## config.mk

```make
export PLATFORM = sky130hd
export DESIGN_NAME = bpug_act_pack_flat
export DESIGN_NICKNAME = d
export VERILOG_FILES = /design/src/rtl/bpug_act_pack_if.sv /design/src/rtl/bpug_act_pack.sv /design/src/flat_wrapper.sv
export SDC_FILE = /design/constraint.sdc
export NUM_CORES = 1
export LEC_CHECK = 0
export CAP_MARGIN = 20
export CELL_PAD_IN_SITES_DETAIL_PLACEMENT = 1
export CELL_PAD_IN_SITES_GLOBAL_PLACEMENT = 2
export CORE_ASPECT_RATIO = 1.75
export CORE_UTILIZATION = 34
export DETAILED_ROUTE_END_ITERATION = 7
export MAX_ROUTING_LAYER = met4
export PLACE_DENSITY = 0.82
export SLEW_MARGIN = 5
export SYNTH_ARGS = -nofsm -noshare
export SYNTH_HDL_FRONTEND = slang
export SYNTH_SLANG_ARGS = --single-unit
```

## constraint.sdc

```tcl
create_clock -name clk -period 3.4 [get_ports clk]
set_clock_uncertainty 0.1 [all_clocks]
set_input_delay 1.02 -clock clk [delete_from_list [all_inputs] [get_ports clk]]
set_output_delay 1.02 -clock clk [all_outputs]
set_load 0.005 [all_outputs]
```

## src/rtl/bpug_act_pack_if.sv

```systemverilog
// Handshake and control bundle between the BPU group and the activation packer.
interface bpug_act_pack_if;
  logic [55:0] acc_in;
  logic        acc_valid;
  logic        acc_ready;
  logic        pool_en;
  logic        flush;
  logic        thr_load;
  logic [6:0]  thr_in;
  logic [7:0]  out_data;
  logic        out_valid;
  logic        out_ready;
  logic [4:0]  out_count;

  modport master (
    output acc_in, acc_valid, pool_en, flush, thr_load, thr_in, out_ready,
    input  acc_ready, out_data, out_valid, out_count
  );

  modport slave (
    input  acc_in, acc_valid, pool_en, flush, thr_load, thr_in, out_ready,
    output acc_ready, out_data, out_valid, out_count
  );
endinterface

```

## src/rtl/bpug_act_pack.sv

```systemverilog
// Activation stage: per-channel signed threshold, optional OR max-pool over
// POOL_N samples, byte packing and a small output FIFO.

// One channel's binarisation: full signed compare of sum against threshold.
module bpug_act_lane #(
  parameter int VEC_W = 7
) (
  input  logic [VEC_W-1:0] acc,
  input  logic [VEC_W-1:0] thr,
  output logic             act
);
  assign act = ($signed(acc) >= $signed(thr));
endmodule

module bpug_act_pack #(
  parameter int POOL_N     = 4,
  parameter int FIFO_DEPTH = 4
) (
  input  logic             clk,
  input  logic             rst,
  bpug_act_pack_if.slave   bus
);
  localparam int NUM_LANES = 8;
  localparam int VEC_W     = 7;
  localparam int AW        = $clog2(FIFO_DEPTH);
  localparam int CW        = (POOL_N > 1) ? $clog2(POOL_N) : 1;
  localparam logic [CW-1:0] CNT_LAST = CW'(POOL_N - 1);
  localparam logic [AW:0]   DEPTH_C  = FIFO_DEPTH[AW:0];

  logic [NUM_LANES-1:0][VEC_W-1:0] thr, acc;
  logic [NUM_LANES-1:0]            act, pool_reg, w, push_data;
  logic [CW-1:0]                   cnt;
  logic [FIFO_DEPTH-1:0][7:0]      mem;
  logic [AW-1:0]                   wr_ptr, rd_ptr;
  logic [AW:0]                     count;
  logic full, empty, samp, fl, push, pop, clr, inc;

  assign acc   = bus.acc_in;
  assign full  = (count == DEPTH_C);
  assign empty = (count == '0);
  // Ready is a pure function of registered occupancy, never of out_ready.
  assign bus.acc_ready = !full;
  assign samp  = bus.acc_valid & !full;
  assign fl    = bus.flush & !full;
  assign pop   = !empty & bus.out_ready;
  assign w     = pool_reg | act;

  for (genvar c = 0; c < NUM_LANES; c++) begin : g_lane
    bpug_act_lane #(.VEC_W(VEC_W)) u_lane (
      .acc (acc[c]),
      .thr (thr[c]),
      .act (act[c])
    );
  end

  // Threshold shift chain; a load in the same cycle as a sample lands after the compare.
  always_ff @(posedge clk) begin
    if (rst)               thr <= '0;
    else if (bus.thr_load) thr <= {thr[NUM_LANES-2:0], bus.thr_in};
  end

  // Push / window-advance decision; at most one push per cycle.
  always_comb begin
    push      = 1'b0;
    push_data = '0;
    clr       = 1'b0;
    inc       = 1'b0;
    if (samp) begin
      if (fl || !bus.pool_en || cnt == CNT_LAST) begin
        // w equals act when no window is open, so one path covers pool_en=0 too.
        push      = 1'b1;
        push_data = w;
        clr       = 1'b1;
      end else begin
        inc = 1'b1;
      end
    end else if (fl && cnt != '0) begin
      push      = 1'b1;
      push_data = pool_reg;
      clr       = 1'b1;
    end
  end

  // Pool window state: running OR and sample count.
  always_ff @(posedge clk) begin
    if (rst || clr) begin
      cnt      <= '0;
      pool_reg <= '0;
    end else if (inc) begin
      cnt      <= cnt + CW'(1);
      pool_reg <= w;
    end
  end

  // FIFO storage; contents need no reset since out_data is masked when empty.
  always_ff @(posedge clk) begin
    if (push) mem[wr_ptr] <= push_data;
  end

  // FIFO pointers and occupancy.
  always_ff @(posedge clk) begin
    if (rst) begin
      wr_ptr <= '0;
      rd_ptr <= '0;
      count  <= '0;
    end else begin
      if (push) wr_ptr <= wr_ptr + AW'(1);
      if (pop)  rd_ptr <= rd_ptr + AW'(1);
      case ({push, pop})
        2'b10:   count <= count + 1'b1;
        2'b01:   count <= count - 1'b1;
        default: count <= count;
      endcase
    end
  end

  assign bus.out_valid = !empty;
  assign bus.out_data  = empty ? 8'h00 : mem[rd_ptr];
  assign bus.out_count = 5'(count);
endmodule

```

## src/flat_wrapper.sv

```systemverilog
// flat-port wrapper written by rule: the top's interface ports become plain ports
module bpug_act_pack_flat 
#(
  parameter int POOL_N     = 4,
  parameter int FIFO_DEPTH = 4
)
  (clk, rst, bus_acc_in, bus_acc_valid, bus_pool_en, bus_flush, bus_thr_load, bus_thr_in, bus_out_ready, bus_acc_ready, bus_out_data, bus_out_valid, bus_out_count);
  bpug_act_pack_if bus_i ();
  input  logic clk;
  input  logic rst;
  input wire logic [$bits(bus_i.acc_in)-1:0] bus_acc_in;
  input wire logic [$bits(bus_i.acc_valid)-1:0] bus_acc_valid;
  input wire logic [$bits(bus_i.pool_en)-1:0] bus_pool_en;
  input wire logic [$bits(bus_i.flush)-1:0] bus_flush;
  input wire logic [$bits(bus_i.thr_load)-1:0] bus_thr_load;
  input wire logic [$bits(bus_i.thr_in)-1:0] bus_thr_in;
  input wire logic [$bits(bus_i.out_ready)-1:0] bus_out_ready;
  output wire logic [$bits(bus_i.acc_ready)-1:0] bus_acc_ready;
  output wire logic [$bits(bus_i.out_data)-1:0] bus_out_data;
  output wire logic [$bits(bus_i.out_valid)-1:0] bus_out_valid;
  output wire logic [$bits(bus_i.out_count)-1:0] bus_out_count;
  assign bus_i.acc_in = bus_acc_in;
  assign bus_i.acc_valid = bus_acc_valid;
  assign bus_i.pool_en = bus_pool_en;
  assign bus_i.flush = bus_flush;
  assign bus_i.thr_load = bus_thr_load;
  assign bus_i.thr_in = bus_thr_in;
  assign bus_i.out_ready = bus_out_ready;
  assign bus_acc_ready = bus_i.acc_ready;
  assign bus_out_data = bus_i.out_data;
  assign bus_out_valid = bus_i.out_valid;
  assign bus_out_count = bus_i.out_count;
  bpug_act_pack #(.POOL_N(POOL_N), .FIFO_DEPTH(FIFO_DEPTH)) u_core (.clk(clk), .rst(rst), .bus(bus_i));
endmodule
```

==> results_dict.tcl, run 1 <==
set metrics [dict create \
    status "finished with violations" \
    violations "design-rule violations" \
    slowest_delay_ns 0.53 \
    portBuffers 82 \
    diodes 0 \
    layout.nets 770 \
    layout.cells.non_filler 830 \
    clock_latency_ns 0.34 \
    synth-edff-count 32 \
    route.detailed.drc 1 \
    slew_headroom_pct 64.8 \
    cp.required_ns 2.28 \
    period_share_pct 91.6 \
    worst_slack_ns 0.287 \
    core_area_sq_um 15900 \
    mostFrequentLayoutCell "nor2_1" \
    critPathBufInv 2 \
    peakVddDrop_v 0.000222 \
    crit_chain "buf_4 > mux4_2 > and2_1 > clkdlybuf4s50_1" \
    fin_crit_ns 3.11 \
    hp-class "reg -> reg" \
    rsz0062_at_grt "no" \
    drive_gt1_share_pct 6.55 \
    syn_inst 550 \
    cts_root_buffer "clkbuf_16" \
    critical_path_arrival_ns 1.99 \
    r2r_slack_ns 0.91 \
    critPathMaxFanout 10 \
    netlist_area_sq_um 5500 \
    r2r_start "u_core.cnt[0]" \
    yosys.area.top_type_share_pct 26.6 \
    grt_max_degree 35 \
    cp-startpoint "u_core.rd_ptr[0]" \
    hold_viol_final 0 \
    synth-async-reset-ratio_pct 0 \
    dp_cells 814 \
    mostFrequentLayoutCells "nor2_1, clkdlybuf4s50_1, dfxtp_1, inv_1, ha_1" \
    synth_flop_cell "dfxtp_1" \
    syn_avg_cell_area_sq_um 10.0 \
    start_kind "flip-flop" \
    track_usage_pct 16.7 \
    cts_max_level 3 \
    ys_seq_area_share_pct 44.1 \
    synth_seq_cells 105 \
    maxSlewViolCount 0 \
    fp.dieArea_sq_um 16700 \
    post-cts-setup-buffers 0 \
    die-width_microns 98.1 \
    synth_warnings 0 \
    grt_pass1_wl_microns 21100 \
    grt_pass1_vias 4398 \
    grt_overflow 0 \
    chipHeight_microns 170 \
    path_class "reg -> out" \
    fmax_mhz 321 \
    cts_resized 0 \
    synthDistinctLibCells 35 \
    p_leak_uw 0.00275 \
    start_util_pct 34.6 \
    critical-path-top-delay-family "buffers and inverters" \
    area_delta_synth_final_pct 24.9 \
    p_per_area_nw_per_um2 491 \
    antenna_found_initial 0 \
    dr.pass1.iters 6 \
    routabilityCongestion 0.755 \
    cp-end-kind "output pin" \
    cts_buffers 9 \
    num_io_pins 85 \
    clock_sinks 105 \
    final_core_util_pct 43.3 \
    synth_top_cell_by_area "dfxtp_1" \
    tightest_slew_ns 0.524 \
    netlist_top_cells_area "dfxtp_1, edfxtp_1, ha_1" \
    dp_slack_ns -0.0353 \
    largest_reg_flops 56 \
    cts_buffer_depth 2 \
    wirelength_microns 12900 \
    num_rows 61 \
    finalSetupViolations 0 \
    clk_pin_slew_ns 0.07 \
    ant_nets 0 \
    wl_per_cell_microns 15.6 \
    max-cap-violations 0 \
    vias 4047 \
    postCtsHoldBufs 0 \
    dp_hpwl_microns 10400 \
    drtIter0Drc 75 \
    slowest_stage "mux4_2" \
    cts_tree "done" \
    min_from "u_core.thr[55]" \
    vias_per_cell 4.88 \
]
## power by group
group	total (uW)	switching [uW]	internal (uW)	leakage, uW
Combinational	862	388	475	0.00170
Sequential	1440	54.1	1380	0.000892
Clock	1070	457	614	0.000154
## layer usage
layer	GRT usage (%)	wire length (microns)	vias up
met1	16.9	5080	1951
met4	5.80	212	0
met3	2.01	214	10
met2	32.5	7400	46
li1	-	-	2040
met5	-	0	-
## path summary, 6_finish.rpt
kind,end,cells past startpoint
worst max register to register,u_core.count[2],11
worst min register to register,u_core.thr[55],2
worst max-delay path,bus_out_data[4],4
worst min-delay path,u_core.thr[55],2
## worst register-to-register path: stages (launching register included)
cell,delay (ns)
dfxtp_1,0.33
ha_1,0.19
nand2b_1,0.16
a22oi_1,0.23
nor2_1,0.10
clkinv_1,0.09
ha_1,0.18
inv_1,0.06
fa_1,0.37
xor2_1,0.15
or3_1,0.31
a21oi_1,0.14
## cell families after synthesis
kind of cell / count (synthesis) / synth area share [%]
other cells: 1 / 0.0682
fa+ha+maj: 64 / 14.7
buf+inv: 86 / 6.19
flops: 105 / 44.1
compound gates: 49 / 4.76
simple gates: 175 / 15.8
mux: 65 / 13.7
xor+xnor: 5 / 0.797
## Yosys cell counts, types with 9 or more instances
master	n
a21oi_1	28
and2_1	9
clkbuf_1	9
dfxtp_1	73
edfxtp_1	32
ha_1	63
inv_1	64
mux2i_1	57
nand2_1	24
nor2_1	86
nor2b_1	9
o21ai_0	11
## final cells by class
| class | count | area (sq um) |
|---|---|---|
| clock inverters | 4 | 50.0 |
| fillers | 1787 | 9010 |
| clock buffers | 12 | 256 |
| flip-flops and latches | 105 | 2420 |
| multi-input cells | 360 | 2740 |
| inverters | 65 | 244 |
| well taps | 189 | 236 |
| repair buffers | 95 | 921 |
## stage by stage
| step | hold WS, ns | setup TNS (ns) | power, uW | instance area, sq um |
|---|---|---|---|---|
| 6_report | 0.401 | 0 | 3370 | 6870 |
| 5_1_grt | 0.436 | 0 | 3560 | 6870 |
| 4_1_cts | 0.408 | 0 | 3430 | 6870 |
| 3_5_place_dp | 0.391 | -0.0353 | 2350 | 6560 |
| 3_3_place_gp | 0.380 | 0 | 2300 | 6560 |
| 2_1_floorplan | 0.360 | 0 | 1940 | 5500 |
Note: power is estimated with default switching activity, not from simulation.
==> run 2: changes to the inputs <==
Settings changed: CORE_UTILIZATION 34 to 37, PLACE_DENSITY 0.82 to 0.88.
Clock period 3.4 ns to 3.85 ns, I/O delays scaled along.
==> run 2 against run 1 <==
Effect of this change:
- the run now ends clean
- largest power group unchanged
- flip-flop and latch count stayed put
- via count grew 0.59%
- final area shrank 0.80%
- worst setup slack better by 0.042 ns
- critical path type unchanged
- register-to-register slack better by 0.33 ns
- largest cell class unchanged
- sequential share of layout area rose by 0.28 points
- worst hold slack improved by 0.0044 ns
- combinational power fell by 17%
- routed wire length decreased by 2.9%
- die area fell by 8.0%
==> results_dict.tcl, run 2 (synthesis gave the netlist of run 1 again) <==
set metrics [dict create \
    drtIter0Drc 83 \
    busiest_layer "met2" \
    combPwrFrac_pct 23.8 \
    path_class "reg -> out" \
    antenna_found_initial 0 \
    dr.pass1.iters 4 \
    diodes 0 \
    cts_buffer_depth 2 \
    core_area_sq_um 14400 \
    rsz0062_at_grt "no" \
    route.detailed.drc 0 \
    fin_crit_ns 3.52 \
    p_leak_uw 0.00271 \
    cts_tree "done" \
    final_core_util_pct 47.2 \
    grt_overflow 0 \
    wirelength_microns 12500 \
    critPathMaxFanout 10 \
    area_delta_synth_final_pct 23.9 \
    status "completed" \
    vias_per_cell 5.01 \
    layout.cells.non_filler 812 \
    critical-path-top-delay-family "flip-flops" \
    post-cts-setup-buffers 0 \
    placed_area_sq_um 6500 \
    clk_pin_slew_ns 0.07 \
    seqPwrFrac_pct 43.3 \
    p_per_area_nw_per_um2 439 \
    num_io_pins 85 \
    design_area_sq_um 6810 \
    cts_root_buffer "clkbuf_16" \
    largest_reg_flops 56 \
    slew_headroom_pct 49.9 \
    cp_num_cells 3 \
    fmax_mhz 284 \
    die-width_microns 94.1 \
    grt_max_degree 40 \
    dp_cells 796 \
    r2r_start "u_core.cnt[0]" \
    vias 4071 \
    crit_chain "mux4_2 > and2_1 > clkdlybuf4s50_1" \
    switching_share_pct 26.2 \
    internal-power_uw 2210 \
    cts_buffers 9 \
    grt_pass1_vias 4401 \
    drive_gt1_share_pct 5.06 \
    power_uw 2990 \
    portBuffers 82 \
    num_rows 58 \
    max-cap-violations 0 \
    critical_path_arrival_ns 2.27 \
    maxSlewViolCount 0 \
    postCtsHoldBufs 0 \
    critPathBufInv 1 \
    cts_resized 0 \
    slowest_stage "dfxtp_1" \
    period_share_pct 91.5 \
    chipHeight_microns 163 \
    tightest_slew_ns 0.751 \
    start_util_pct 38.1 \
    dp_hpwl_microns 9830 \
    peakVddDrop_v 0.000248 \
    slowest_delay_ns 0.74 \
    cts_max_level 3 \
    wl_per_cell_microns 15.4 \
    layout.nets 761 \
    gr-usage-met1_pct 18.7 \
    fp.dieArea_sq_um 15400 \
    cp-startpoint "u_core.rd_ptr[0]" \
    cp-end-kind "output pin" \
    clock_latency_ns 0.34 \
    grt_use_met3_pct 2.98 \
    fin_setup_tns_ns 0 \
    mostFrequentLayoutCells "nor2_1, clkdlybuf4s50_1, dfxtp_1, inv_1, ha_1" \
    grt_pass1_wl_microns 21100 \
    finalSetupViolations 0 \
    min_path_cells 2 \
    routabilityCongestion 0.822 \
    met2_usage_pct 35.4 \
    track_usage_pct 18.4 \
    clock_sinks 105 \
    rr_worst_depth 11 \
    mostFrequentLayoutCell "nor2_1" \
    switchingPower_uw 784 \
    min_from "u_core.thr[52]" \
    start_kind "flip-flop" \
    cp.required_ns 2.59 \
    ant_nets 0 \
    hp-class "reg -> reg" \
    hold_viol_final 0 \
    power_frac_clock_pct 32.8 \
]
[run 2: final timing paths]
path                           to  slack, ns
setup / recovery  bus_out_data[7]       0.33
hold reg to reg    u_core.thr[52]       0.41
hold / removal     u_core.thr[52]       0.41
setup reg to reg  u_core.count[2]       1.24
[run 2: metrics by stage]
stage | setup slack [ns] | hold WS [ns]
2_1_floorplan | 0.802 | 0.360
3_3_place_gp | 0.328 | 0.383
3_5_place_dp | 0.200 | 0.397
4_1_cts | 0.254 | 0.413
5_1_grt | 0.174 | 0.436
6_report | 0.328 | 0.406
[run 2: power by group through the flow]
stage	logic, uW	clock network (uW)	registers, uW
global placement	694	0	1320
global route	803	1060	1310
finish	713	983	1300
CTS	730	1010	1300
floorplan	440	0	1280
detailed placement	728	0	1330
[run 2: tightest hold or removal path, delay by kind of cell, from the launching register on]
| family | cells | cell delay, ns |
|---|---|---|
| AND/OR/NAND/NOR | 1 | 0.07 |
| flip-flops | 1 | 0.33 |
| multiplexers | 1 | 0.07 |
[run 2: per-layer routing]
layer  vias to the layer above  part of all wire, %  wire length (microns)
li1                       2030                    -                      -
met1                      1980                   39                   4930
met2                        50                   57                   7180
met3                        11                  1.9                    244
met4                         0                  1.4                    178
met5                         -                    0                      0
[run 2: area by class of cell]
class	instances	area, sq um
clock buffers	12	240
well taps	180	225
inverters	65	244
repair buffers	86	866
fillers	1623	7630
clock inverters	4	77.6
multi-input cells	360	2740
flip-flops and latches	105	2420
==> run 3: changes to the inputs <==
Settings changed: GPL_ROUTABILITY_DRIVEN from default to 0, RECOVER_POWER from default to 50.
==> run 3 against run 2 <==
Effect of this change:
- total power decreased by 0.26%
- flip-flop and latch count unchanged
- combinational power decreased by 1%
- worst setup slack about the same
- highest routed layer unchanged
- utilization decreased by 0.14 points
- non-clock buffer count unchanged
- fmax about the same
- clock-buffer cell count unchanged
- via count decreased by 0.20%
- first-iteration DRC count decreased by 7.2%
==> results_dict.tcl, run 3 (synthesis gave the netlist of run 1 again) <==
set metrics [dict create \
    num_rows 58 \
    wl_per_cell_microns 15.4 \
    rr_worst_depth 11 \
    rsz0062_at_grt "no" \
    min_path_cells 2 \
    nFillCells 1624 \
    slowest_stage "dfxtp_1" \
    switching_share_pct 26.2 \
    status "completed" \
    max-cap-violations 0 \
    crit_chain "mux4_2 > and2_1 > clkdlybuf4s50_1" \
    diodes 0 \
    vias_per_cell 5.00 \
    drtIter0Drc 77 \
    cp.required_ns 2.59 \
    slew_headroom_pct 2.61 \
    area_delta_synth_final_pct 23.6 \
    combPwrFrac_pct 23.6 \
    hold_viol_final 0 \
    chipHeight_microns 163 \
    fmax_mhz 284 \
    cts_buffer_depth 2 \
    worstReg2RegEnd "u_core.count[2]" \
    ant_nets 0 \
    r2r_start "u_core.cnt[0]" \
    wirelength_microns 12500 \
    postCtsHoldBufs 0 \
    r2r_slack_ns 1.23 \
    min_from "u_core.thr[52]" \
    layout.nets 761 \
    p_leak_uw 0.00271 \
    fin_crit_ns 3.52 \
    cts_max_level 3 \
    path_class "reg -> out" \
    p_per_area_nw_per_um2 440 \
    critPathBufInv 1 \
    critical_path_arrival_ns 2.27 \
    clock_latency_ns 0.34 \
    vias 4063 \
    maxSlewViolCount 0 \
    grt_overflow 0 \
    critPathMaxFanout 10 \
    placed_area_sq_um 6500 \
    start_kind "flip-flop" \
    design_area_sq_um 6790 \
    dp_hpwl_microns 9830 \
    period_share_pct 91.5 \
    fp.dieArea_sq_um 15400 \
    grt_max_degree 40 \
    post-cts-setup-buffers 0 \
    cp-end-kind "output pin" \
    clock_sinks 105 \
    grt_pass1_wl_microns 21100 \
    power_frac_clock_pct 32.9 \
    internal-power_uw 2200 \
    fin_setup_tns_ns 0 \
    switchingPower_uw 783 \
    cp_num_cells 3 \
    route.detailed.drc 0 \
    cts_buffers 9 \
    start_util_pct 38.1 \
    peakVddDrop_v 0.000248 \
    mostFrequentLayoutCell "nor2_1" \
    track_usage_pct 18.4 \
    core_area_sq_um 14400 \
    cts_root_buffer "clkbuf_16" \
    grt_pass1_vias 4401 \
    cts_resized 0 \
    die-width_microns 94.1 \
    hp-class "reg -> reg" \
    seqPwrFrac_pct 43.4 \
    hold_end "u_core.thr[52]" \
    slowest_delay_ns 0.74 \
    largest_reg_flops 56 \
    clk_pin_slew_ns 0.07 \
    drive_gt1_share_pct 4.75 \
    num_io_pins 85 \
    antenna_found_initial 0 \
    dr.pass1.iters 4 \
    final_core_util_pct 47.0 \
    mostFrequentLayoutCells "nor2_1, clkdlybuf4s50_1, dfxtp_1, inv_1, ha_1" \
    portBuffers 82 \
    critical-path-top-delay-family "flip-flops" \
    finalSetupViolations 0 \
    cts_tree "done" \
    tightest_slew_ns 1.46 \
]
[run 3: final cells by class]
type	count	area [sq um]	area share (%)
Clock buffer	12	240	3.54
Multi-Input combinational cell	360	2740	40.3
Tap cell	180	225	3.31
Inverter	65	244	3.59
Sequential cell	105	2420	35.7
Timing Repair Buffer	86	846	12.4
Clock inverter	4	77.6	1.14
[run 3: metrics by stage]
stage                     hold WS [ns]  std cells  power (uW)  worst slack (ns)
after global placement           0.383        796        2010             0.328
after global routing             0.437        812        3160             0.150
after floorplan                  0.360        551        1720             0.802
after detailed placement         0.397        796        2050             0.200
after CTS                        0.413        812        3040             0.254
final                            0.406        812        2990             0.328
[run 3: how the worst max path moves through the flow]
stage / startpoint / endpoint
after floorplan: bus_pool_en / u_core.count[2]
after global placement: bus_acc_valid / u_core.count[2]
after detailed placement: bus_acc_valid / u_core.count[2]
after CTS: u_core.rd_ptr[0] / bus_out_data[7]
after global routing: bus_thr_load / u_core.thr[43]
final: u_core.rd_ptr[0] / bus_out_data[7]
[run 3: power groups by stage]
stage,combinational [uW],sequential [uW],clock [uW]
after floorplan,440,1280,0
after global placement,694,1320,0
after detailed placement,728,1330,0
after CTS,730,1300,1010
after global routing,795,1310,1060
final,706,1300,984
[run 3: tightest hold or removal path: stages (launching register included)]
cell     delay, ns
dfxtp_1       0.33
mux2i_1       0.07
nor2_1        0.07
[run 3: metal layers]
metal	up-vias	routed length (microns)	global-route usage (%)	share of wire (%)
met5	-	0	-	0
met1	1974	4920	18.7	39
met3	11	246	2.98	2.0
met4	0	178	4.97	1.4
li1	2028	-	-	-
met2	50	7180	35.4	57
